<file path="config.mk">
export PLATFORM = sky130hd
export DESIGN_NAME = cpu_exec_unit
export DESIGN_NICKNAME = d
export VERILOG_FILES = /design/src/rtl/cpu_exec_unit_pkg.sv /design/src/rtl/cpu_exec_unit_alu_add4.sv /design/src/rtl/cpu_exec_unit.sv
export SDC_FILE = /design/constraint.sdc
export NUM_CORES = 1
export LEC_CHECK = 0
export CORE_ASPECT_RATIO = 1.1
export CORE_MARGIN = 1
export CORE_UTILIZATION = 40
export CTS_CLUSTER_SIZE = 14
export DETAILED_ROUTE_END_ITERATION = 16
export MAX_ROUTING_LAYER = met4
export PLACE_DENSITY = 0.65
export SYNTH_ARGS = -nofsm -noshare
export SYNTH_HDL_FRONTEND = slang
export SYNTH_SLANG_ARGS = --single-unit
export TNS_END_PERCENT = 100
</file>
<file path="constraint.sdc">
create_clock -name clk -period 3.7 [get_ports clk]
set_input_delay 0.74 -clock clk [delete_from_list [all_inputs] [get_ports clk]]
set_output_delay 0.74 -clock clk [all_outputs]
set_load 0.05 [all_outputs]
</file>
<file path="src/rtl/cpu_exec_unit_pkg.sv">
// rtl/cpu_exec_unit_pkg.sv - shared types for the 4-bit CPU execute stage
// Purpose: opcode encoding from the decoder, execute-stage phase enum, word type.
// Ports: none (package).
package lib_cpu;

  typedef logic [3:0] word_t;

  // Encoding 0 is INVALID so a cleared instruction register never executes.
  typedef enum logic [3:0] {
    INVALID   = 4'h0,
    MOV_A_B   = 4'h1,
    MOV_B_A   = 4'h2,
    MOV_A_IMM = 4'h3,
    MOV_B_IMM = 4'h4,
    IN_A      = 4'h5,
    IN_B      = 4'h6,
    OUT_B     = 4'h7,
    OUT_IMM   = 4'h8,
    ADD_A_IMM = 4'h9,
    ADD_B_IMM = 4'hA,
    JMP_IMM   = 4'hB,
    JNC_IMM   = 4'hC
  } OPECODE;

  typedef enum logic [1:0] {
    FETCH = 2'd0,
    EXEC  = 2'd1,
    HALT  = 2'd2
  } EXEC_STATE;

endpackage

</file>
<file path="src/rtl/cpu_exec_unit_alu_add4.sv">
// rtl/cpu_exec_unit_alu_add4.sv - combinational 4-bit adder with carry out
// Purpose: shared adder for register-plus-immediate and program counter increment.
// Ports: a, b (4-bit operands) -> sum (4-bit), cout (carry out of bit 3).
module alu_add4
  import lib_cpu::*;
(
  input  word_t a,
  input  word_t b,
  output word_t sum,
  output logic  cout
);

  assign {cout, sum} = {1'b0, a} + {1'b0, b};

endmodule

</file>
<file path="src/rtl/cpu_exec_unit.sv">
// rtl/cpu_exec_unit.sv - two-phase FETCH/EXEC execute stage of the 4-bit CPU
// Purpose: latches the decoded instruction on a FETCH step, applies it on the
//   following EXEC step; owns A, B, PC, carry and the output port.
// Ports: clk, rst (async, active-high); step (phase advance enable);
//   opecode/imm from decoder; in_port switches; pc (ROM address), out_port,
//   reg_a, reg_b, carry, halted observation outputs.
module cpu_exec_unit
  import lib_cpu::*;
#(
  parameter word_t RESET_PC = 4'h0
)
(
  input  logic   clk,
  input  logic   rst,
  input  logic   step,
  input  OPECODE opecode,
  input  word_t  imm,
  input  word_t  in_port,
  output word_t  pc,
  output word_t  out_port,
  output word_t  reg_a,
  output word_t  reg_b,
  output logic   carry,
  output logic   halted
);

  EXEC_STATE state_q;
  OPECODE    ir_op_q;
  word_t     ir_imm_q;
  word_t     pc_q;
  word_t     a_q;
  word_t     b_q;
  word_t     out_q;
  logic      carry_q;
  logic      halted_q;

  word_t     add_src;
  word_t     add_sum;
  logic      add_cout;
  word_t     pc_inc;
  logic      pc_cout_unused;

  // Only ADD_B_IMM adds to B; every other use of the adder is A + imm.
  assign add_src = (ir_op_q == ADD_B_IMM) ? b_q : a_q;

  alu_add4 u_add_imm (
    .a    (add_src),
    .b    (ir_imm_q),
    .sum  (add_sum),
    .cout (add_cout)
  );

  // PC wraps naturally at 4 bits; the carry out is deliberately discarded.
  alu_add4 u_pc_inc (
    .a    (pc_q),
    .b    (4'd1),
    .sum  (pc_inc),
    .cout (pc_cout_unused)
  );

  always_ff @(posedge clk or posedge rst) begin
    if (rst) begin
      state_q  <= FETCH;
      ir_op_q  <= INVALID;
      ir_imm_q <= '0;
      pc_q     <= RESET_PC;
      a_q      <= '0;
      b_q      <= '0;
      out_q    <= '0;
      carry_q  <= 1'b0;
      halted_q <= 1'b0;
    end else if (step) begin
      case (state_q)
        FETCH: begin
          ir_op_q  <= opecode;
          ir_imm_q <= imm;
          state_q  <= EXEC;
        end
        EXEC: begin
          // Default effect of every valid instruction; overridden below.
          state_q <= FETCH;
          pc_q    <= pc_inc;
          carry_q <= 1'b0;
          case (ir_op_q)
            MOV_A_B:   a_q   <= b_q;
            MOV_B_A:   b_q   <= a_q;
            MOV_A_IMM: a_q   <= ir_imm_q;
            MOV_B_IMM: b_q   <= ir_imm_q;
            IN_A:      a_q   <= in_port;
            IN_B:      b_q   <= in_port;
            OUT_B:     out_q <= b_q;
            OUT_IMM:   out_q <= ir_imm_q;
            ADD_A_IMM: {carry_q, a_q} <= {add_cout, add_sum};
            ADD_B_IMM: {carry_q, b_q} <= {add_cout, add_sum};
            JMP_IMM:   pc_q  <= ir_imm_q;
            JNC_IMM:   if (!carry_q) pc_q <= ir_imm_q;
            default: begin
              // INVALID and unused encodings freeze the machine untouched.
              state_q  <= HALT;
              halted_q <= 1'b1;
              pc_q     <= pc_q;
              carry_q  <= carry_q;
            end
          endcase
        end
        HALT: begin
          state_q <= HALT;
        end
        default: begin
          state_q  <= HALT;
          halted_q <= 1'b1;
        end
      endcase
    end
  end

  assign pc       = pc_q;
  assign out_port = out_q;
  assign reg_a    = a_q;
  assign reg_b    = b_q;
  assign carry    = carry_q;
  assign halted   = halted_q;

endmodule
</file>
==> summary.md <==
| Metric | Value |
|---|---|
| Outcome | finished clean |
| Largest delay share family, worst path | simple AND/OR/NAND/NOR gates |
| Number of library cell types mapped by synthesis | 54 |
| Area of the die | 5000 um^2 |
| Number of nets in the finished design | 233 |
| Unrepaired setup endpoints after global routing | false |
| Wire length reported by the detailed router | 4400 um |
| Number of detailed-route iterations in the first pass | 4 |
| Least-Margin Pin Slew | 1090 ps |
| Register area share after synthesis | 0.371 |
| Ys async rst share | 1.00 |
| Number of buffers added by the clock tree synthesis step | 3 |
| Core Region | 4410 um^2 |
| Critical path buffers and inverters | 0 |
| Worst Hold Class | reg2reg |
| Largest stage delay, worst path | 610 ps |
| Leading register cell type out of synthesis | dfrtp_1 |
| Vias in the first global route | 1485 |
| Maximum number of pins on one net before global-route repair | 29 |
| Setup fix buffers added after clock tree synthesis | 0 |
| Leading cell types in the layout, fill and taps excluded | clkdlybuf4s50_1 (32), dfrtp_1 (28), nand2_1 (15) |
| Final antenna diode count | 0 |
| Routability congestion estimate from global placement | 0.845 |
| Number of nets in the synthesized netlist | 203 |
| Htree depth | 1 |
| TritonCTS clock tree | yes |
| Maximum fanout along the worst path | 21 |
| Number of DRC violations after detailed routing | 0 |
| Violation count after the first detailed-routing iteration | 72 |
| Height of the die | 74.0 um |
| Initial core utilization | 0.428 |
| Count of pins on the block boundary | 33 |
| Number of endpoints failing setup at the final stage | 0 |
| Post-route minimum period | 2890 ps |
| Leading cell types by total area after synthesis | dfrtp_1 (37%), mux2_2 (6.0%), mux2i_1 (4.8%), ha_1 (3.3%), nand2_1 (3.0%) |
| Die Wd | 67.5 um |
| TritonCTS sink count | 28 |
| Post-route antenna net violation count | 0 |
| Met1 demand-to-capacity share in global routing | 0.253 |
| Series of cell instances along the critical path | and4bb_1, mux2_2, ha_1, fa_1, a21o_1, a21oi_1, nor2_1, a22o_1 |
| Total power divided by cell area | 981 nW/um^2 |
| Setup TNS | 0 ps |
| Final critical-path share of the clock period | 0.782 |
| Worst voltage drop across the vdd grid | 0.000447 V |
| Total count of max-transition violations in the final report | 0 |
| Maximum capacitance violations | 0 |
| Global Route Usage Sum | 0.197 |
| Syn-to-layout area delta | 20.0% |
| Yosys synthesis warning count | 0 |
| Endpoint class of the critical path | flop |
| Via-per-instance ratio | 5.75 |
| Post-Place Setup Slack | 822 ps |
| Cell chosen for the clock root | clkbuf_8 |
| Routed length per placed instance | 16.6 um |
| Hold violation count in the final report | 0 |
| Buffer levels on the longest clock path | 2 |
| Clock latency at the later pin of the worst-skew pair | 270 ps |
| Hold_buf cts | 0 |
| Half-perimeter wire length after placement | 3320 um |
| Synth Area per Inst | 10.4 um^2 |
| Worst hold slack | 487 ps |
| Area leader, netlist | dfrtp_1 |
| Arrival time of the worst setup path | 3060 ps |
| Placement Rows | 25 |
| Total of flip-flops plus latches after synthesis | 28 |
| Non-filler instance count after layout | 265 |
| Commonest non-fill, non-tap cell in the layout | clkdlybuf4s50_1 |
| Clock input transition at the sequential cells of the worst setup and hold paths | 100 ps |
| Number of standard cells after synthesis | 182 |
| Number of input and output port buffers inserted | 32 |
| Area of the mapped netlist | 1890 um^2 |
| Cell with the largest stage delay on the worst path | dfrtp_1 |
| Global routing met3 resource utilization | 0.0230 |
| # resized after CTS | 0 |
| Placed cell area | 2210 um^2 |
| Antenna violations before repair | 0 |
| Worst-case headroom to the max-slew limit | 0.271 |
| DP Cell Count | 261 |
| Achievable frequency | 346 MHz |
| Proportion of netlist area held by the largest area contributor | 0.371 |
| Detailed-route via count | 1524 |
| Residual overflow from global routing | 0 |
| Global-route layer with the greatest usage | met2 |
| Required time worst endpoint | 3870 ps |
| Reported leakage power | 0.933 nW |
| Type of element launching the critical path | flop |
| Final non-filler cell area | 2260 um^2 |
| Met2 GRT Util | 0.320 |
| Setup ws final | 807 ps |
| Global-route wire length before repair | 7130 um |
| Number of synthesized flops with an enable pin | 0 |
| Critical path start-end classification | reg2reg |
| Worst clock skew | 5.82 ps |
| Share of cells above drive strength 1 | 0.137 |
flip-flops by register name (all words and copies together), names as in the netlist:
register / cells
ir_imm_q: 4
state_q: 2
reg_b: 4
pc: 4
out_port: 4
ir_op_q: 4
reg_a: 4
carry: 1
halted: 1
cells in the mapped netlist (all sizes together), types with 3 or more instances:
cell type	number
nor2b	5
buf	9
a221oi	3
mux2	12
nand3	4
inv	6
ha	5
dfrtp	28
a21oi	11
mux2i	9
nor2	12
nor3	5
o21ai	9
a22o	4
nand3b	4
nand2	15
per-stage QoR:
| stage | power (mW) | util |
|---|---|---|
| 6_report | 2.22 | 0.513 |
| 5_1_grt | 2.38 | 0.513 |
| 4_1_cts | 2.23 | 0.513 |
| 3_5_place_dp | 2.04 | 0.501 |
| 3_3_place_gp | 2.01 | 0.501 |
| 2_1_floorplan | 1.68 | - |
logic make-up (layout without fill, tap and decap cells):
group,count (synthesis),in the layout,synth area share
AND/OR/NAND/NOR,60,60,0.202
adder cells (fa/ha/maj),6,6,0.0438
flip-flops,28,28,0.371
multiplexers,21,21,0.123
XOR/XNOR,1,1,0.00464
buffers and inverters,15,44,0.0544
AO/OA/AOI/OAI,51,51,0.200
power breakdown:
part / switching (mW) / internal [mW] / total, mW
Clock: 0.0994 / 0.0953 / 0.195
Combinational: 0.793 / 0.563 / 1.36
Sequential: 0.226 / 0.444 / 0.670
Total: 1.12 / 1.10 / 2.22
routing by layer:
metal / routed length (um) / share of wire
met5: 0 / 0
met4: 37 / 0.0084
met3: 178 / 0.040
met2: 2180 / 0.50
met1: 2000 / 0.46
worst paths after layout:
| kind | startpoint | slack [ps] | cells after the start | to |
|---|---|---|---|---|
| worst max-delay path | ir_op_q[2] | 810 | 8 | carry |
| worst min-delay path | halted | 490 | 1 | halted |
| worst max register to register | ir_op_q[2] | 810 | 8 | carry |
| worst min register to register | halted | 490 | 1 | halted |
| max in group asynchronous | rst | 2010 | 2 | out_port[3] |
| min in group asynchronous | rst | 1040 | 2 | ir_op_q[0] |
final cells by class:
| type | instances | area [um^2] |
|---|---|---|
| multi-input cells | 139 | 1080 |
| well taps | 54 | 67.6 |
| flip-flops and latches | 28 | 701 |
| fillers | 402 | 2150 |
| clock buffers | 4 | 55.1 |
| inverters | 6 | 22.5 |
| repair buffers | 34 | 335 |
Note: power is estimated with default switching activity, not from simulation.
==> RTL change 1, RTL diff (same settings) <==
Put one more register stage on the output `pc`. The value now appears one clock later. The other outputs are not delayed to match.
--- a/src/rtl/cpu_exec_unit.sv
+++ b/src/rtl/cpu_exec_unit.sv
@@ -115,5 +115,7 @@
   end
 
-  assign pc       = pc_q;
+  always_ff @(posedge clk) begin
+    pc <= pc_q;
+  end
   assign out_port = out_q;
   assign reg_a    = a_q;
Behaviour: not the same (Yosys sat finds a counterexample within 4 cycles, from zero or initial values and one cycle with rst high).
==> RTL change 1 against the original RTL <==
  * Power up 3.2%
  * Clock skew increased by 3.2 ps
  * Via count up 5.2%
  * Core utilization increased by 1.0 points
  * Non-clock buffer count is 4 higher
  * Sequential share of layout area is 1.1 points higher
  * Combinational power is 4% lower
  * First-iteration DRC count did not move
  * Final area is 7.6% higher
  * Sequential cell count grew 4
  * Synthesized cell count grew 8.8%
  * Area after synthesis increased by 3.2%
  * Worst setup slack gained 140 ps
  * Largest power group unchanged
  * Routed wire length increased by 0.71%
==> RTL change 1: results <==
{
  "peakVddDrop_uv": 420,
  "synth_common_cells": "dfrtp_1 (28), nand2_1 (15), nor2_1 (15)",
  "grtUsageTotal": 0.201,
  "leakagePower_uw": 0.00104,
  "worst_slew_pin_slew_ps": 809,
  "synth_fp_nets": 219,
  "finalWeightedCongestion": 0.876,
  "fillers": 439,
  "criticalPathCategory": "reg2reg",
  "dpl_cell_area_um2": 2320,
  "arrival_ps": 2920,
  "slowest_stage": "fa_1",
  "fin_nets": 254,
  "post-route-period-util": 0.743,
  "grt_start_max_net_pins": 28,
  "outcome": "finished clean",
  "r2r_setup_slack_ps": 950,
  "ys_types": 51,
  "max_stage_delay_ps": 400,
  "r2r_end": "reg_b[2]",
  "grt_pass1_wl_um": 7270,
  "async_flop_share": 0.875,
  "fin_skew_ps": 9.00,
  "cp_top_family": "adder cells",
  "path_max_fanout": 6,
  "place_ws_ps": 989,
  "cts.clk_slew.worst_paths_ps": 80,
  "htree_levels": 2,
  "yosysSeqAreaShare": 0.401,
  "cts_made_buffers": 5,
  "via_per_inst": 5.53,
  "clk_latency_ps": 290,
  "hold_path_startpoint": "pc_q[3]",
  "drive_gt1_frac": 0.145,
  "drt-total-wl_um": 4430,
  "dp_hpwl_um": 3120,
  "grt_pass1_vias": 1523
}
RTL change 1: changes by cell type after synthesis, moves of 3 or more:
cell,before,now
buf_2,1,7
o21ai_0,5,11
a32oi_1,1,5
dfxtp_1,0,4
nor2_1,11,15
a221oi_1,3,0
buf_4,4,1
buf_6,4,1
o21ai_1,3,0
RTL change 1: logic make-up after synthesis:
logic type / synth area share
flops: 0.401
compound gates: 0.190
mux: 0.0983
buf+inv: 0.0450
xor+xnor: 0.00450
simple gates: 0.219
fa+ha+maj: 0.0424
RTL change 1: worst reg2reg max path: cells and delay by family, from the launching register on:
kind,cells,cell delay (ps)
AOI/OAI and AO/OA,3,490
muxes,1,390
adders and majority gates,2,600
and+or+nand+nor,2,560
xor gates and xnor gates,1,210
DFF,1,370
RTL change 1: how the worst min path moves through the flow:
stage	endpoint	slack, ps	depth (start not counted)
after CTS	pc[3]	410	0
after floorplan	pc[3]	370	0
final	pc[3]	400	0
after global routing	pc[3]	420	0
after global placement	pc[3]	380	0
after detailed placement	pc[3]	390	0
RTL change 1: layout make-up:
| cell class | instances | area (µm²) | share of cell area |
|---|---|---|---|
| multi-input cells | 148 | 1080 | 0.443 |
| well taps | 56 | 70.1 | 0.0288 |
| clock inverters | 3 | 42.5 | 0.0175 |
| repair buffers | 38 | 365 | 0.150 |
| clock buffers | 5 | 68.8 | 0.0282 |
| inverters | 8 | 30.0 | 0.0123 |
| flip-flops and latches | 32 | 781 | 0.320 |
RTL change 1: power by group:
part / internal [µW] / switching [µW]
registers: 498 / 151
clock network: 199 / 140
logic: 523 / 781
total: 1220 / 1070
RTL change 1: per-stage QoR:
| stage | instances | hold slack (ps) |
|---|---|---|
| after global placement | 282 | 377 |
| after detailed placement | 282 | 388 |
| after global routing | 290 | 422 |
| final | 290 | 404 |
| after floorplan | 198 | 368 |
| after CTS | 290 | 406 |
RTL change 1: per-layer routing:
| metal | vias up | GRT usage | part of all wire |
|---|---|---|---|
| li1 | 798 | - | - |
| met1 | 749 | 0.265 | 0.47 |
| met2 | 48 | 0.289 | 0.45 |
| met3 | 8 | 0.0470 | 0.052 |
| met4 | 0 | 0.0972 | 0.023 |
| met5 | - | - | 0 |
==> RTL change 2, RTL diff (same flow settings) <==
Made on the original files. Re-encode `EXEC_STATE` (3 states) as one-hot, 3 bits wide.
--- a/src/rtl/cpu_exec_unit_pkg.sv
+++ b/src/rtl/cpu_exec_unit_pkg.sv
@@ -23,8 +23,8 @@
   } OPECODE;
 
-  typedef enum logic [1:0] {
-    FETCH = 2'd0,
-    EXEC  = 2'd1,
-    HALT  = 2'd2
+  typedef enum logic [2:0] {
+    FETCH = 3'b001,
+    EXEC  = 3'b010,
+    HALT  = 3'b100
   } EXEC_STATE;
 
Check against the original RTL: same outputs for any inputs over 4 cycles, from zero or initial values and one cycle with rst high; so few cycles prove little.
==> RTL change 2 against the original RTL <==
  * Final area increased by 5.0%
  * Largest cell class unchanged
  * Area after synthesis is 2.7% higher
  * Synthesized cell count up 9.9%
  * Highest routed layer unchanged
  * Routed wire length up 4.1%
  * Sequential cell count increased by 1
  * Worst setup slack improved by 80 ps
  * Cell count increased by 8.7%
Power is not compared: it rests on default switching activity, and its combinational part moved more than twofold at a synthesized area within 25%.
==> RTL change 2: results <==
{
  "cts.clk_slew.worst_paths_ps": 60,
  "regArea_um2": 727,
  "fin_nets": 252,
  "stdcell_count": 288,
  "dpl.cell_count": 280,
  "via_per_inst": 5.59,
  "arrival_ps": 2960,
  "routedWlPerCell_um": 15.9,
  "grt_start_max_net_pins": 30,
  "synth-compound-area-share": 0.190,
  "drt_iter0_drc": 103,
  "synth_xor_area_frac": 0.00904,
  "nNonClkInverters": 9,
  "htree_levels": 2,
  "path_max_fanout": 23,
  "grt_pass1_vias": 1491,
  "cts_made_buffers": 5,
  "grt_pass1_wl_um": 7400,
  "multi_input_cells": 151,
  "outcome": "finished clean",
  "yosysSeqAreaShare": 0.375,
  "multi_input_area_share": 0.464,
  "grtUsageTotal": 0.207,
  "dpl_cell_area_um2": 2280,
  "nonClockBufferCount": 35,
  "clock_buffer_count": 7,
  "syn_avg_cell_area_um2": 9.68,
  "fillers": 449,
  "synth_fp_nets": 221,
  "fin_skew_ps": 3.09,
  "clk_share": 0.0426,
  "dp_hpwl_um": 3150,
  "num_rows": 26,
  "yosys-mux-area-fraction": 0.0988
}
[RTL change 2: cell types whose count changed after synthesis, sizes merged, moves of 4 or more]
cell,unedited run,this run
o21ai,9,16
nor2,12,18
nor3,5,1
a22o,4,0
[RTL change 2: final timing paths]
path | from | slack (ps) | to | depth (start not counted)
min reg2reg | halted | 490 | halted | 1
max reg2reg | ir_op_q[2] | 890 | reg_a[2] | 9
max | ir_op_q[2] | 890 | reg_a[2] | 9
max in group asynchronous | rst | 2560 | state_q[0] | 3
min in group asynchronous | rst | 820 | out_port[0] | 3
min | halted | 490 | halted | 1
[RTL change 2: power by group through the flow]
stage,clock [µW],sequential [µW],combinational [µW]
3_5_place_dp,0,398,245
4_1_cts,300,392,246
6_report,293,393,245
5_1_grt,318,399,266
2_1_floorplan,0,406,164
3_3_place_gp,0,397,243
[RTL change 2: routing by layer]
metal	up-vias	wire length [µm]	global-route usage
met4	0	50	0.0602
met3	5	206	0.0470
met2	45	2140	0.325
li1	781	-	-
met1	780	2180	0.264
met5	-	0	-
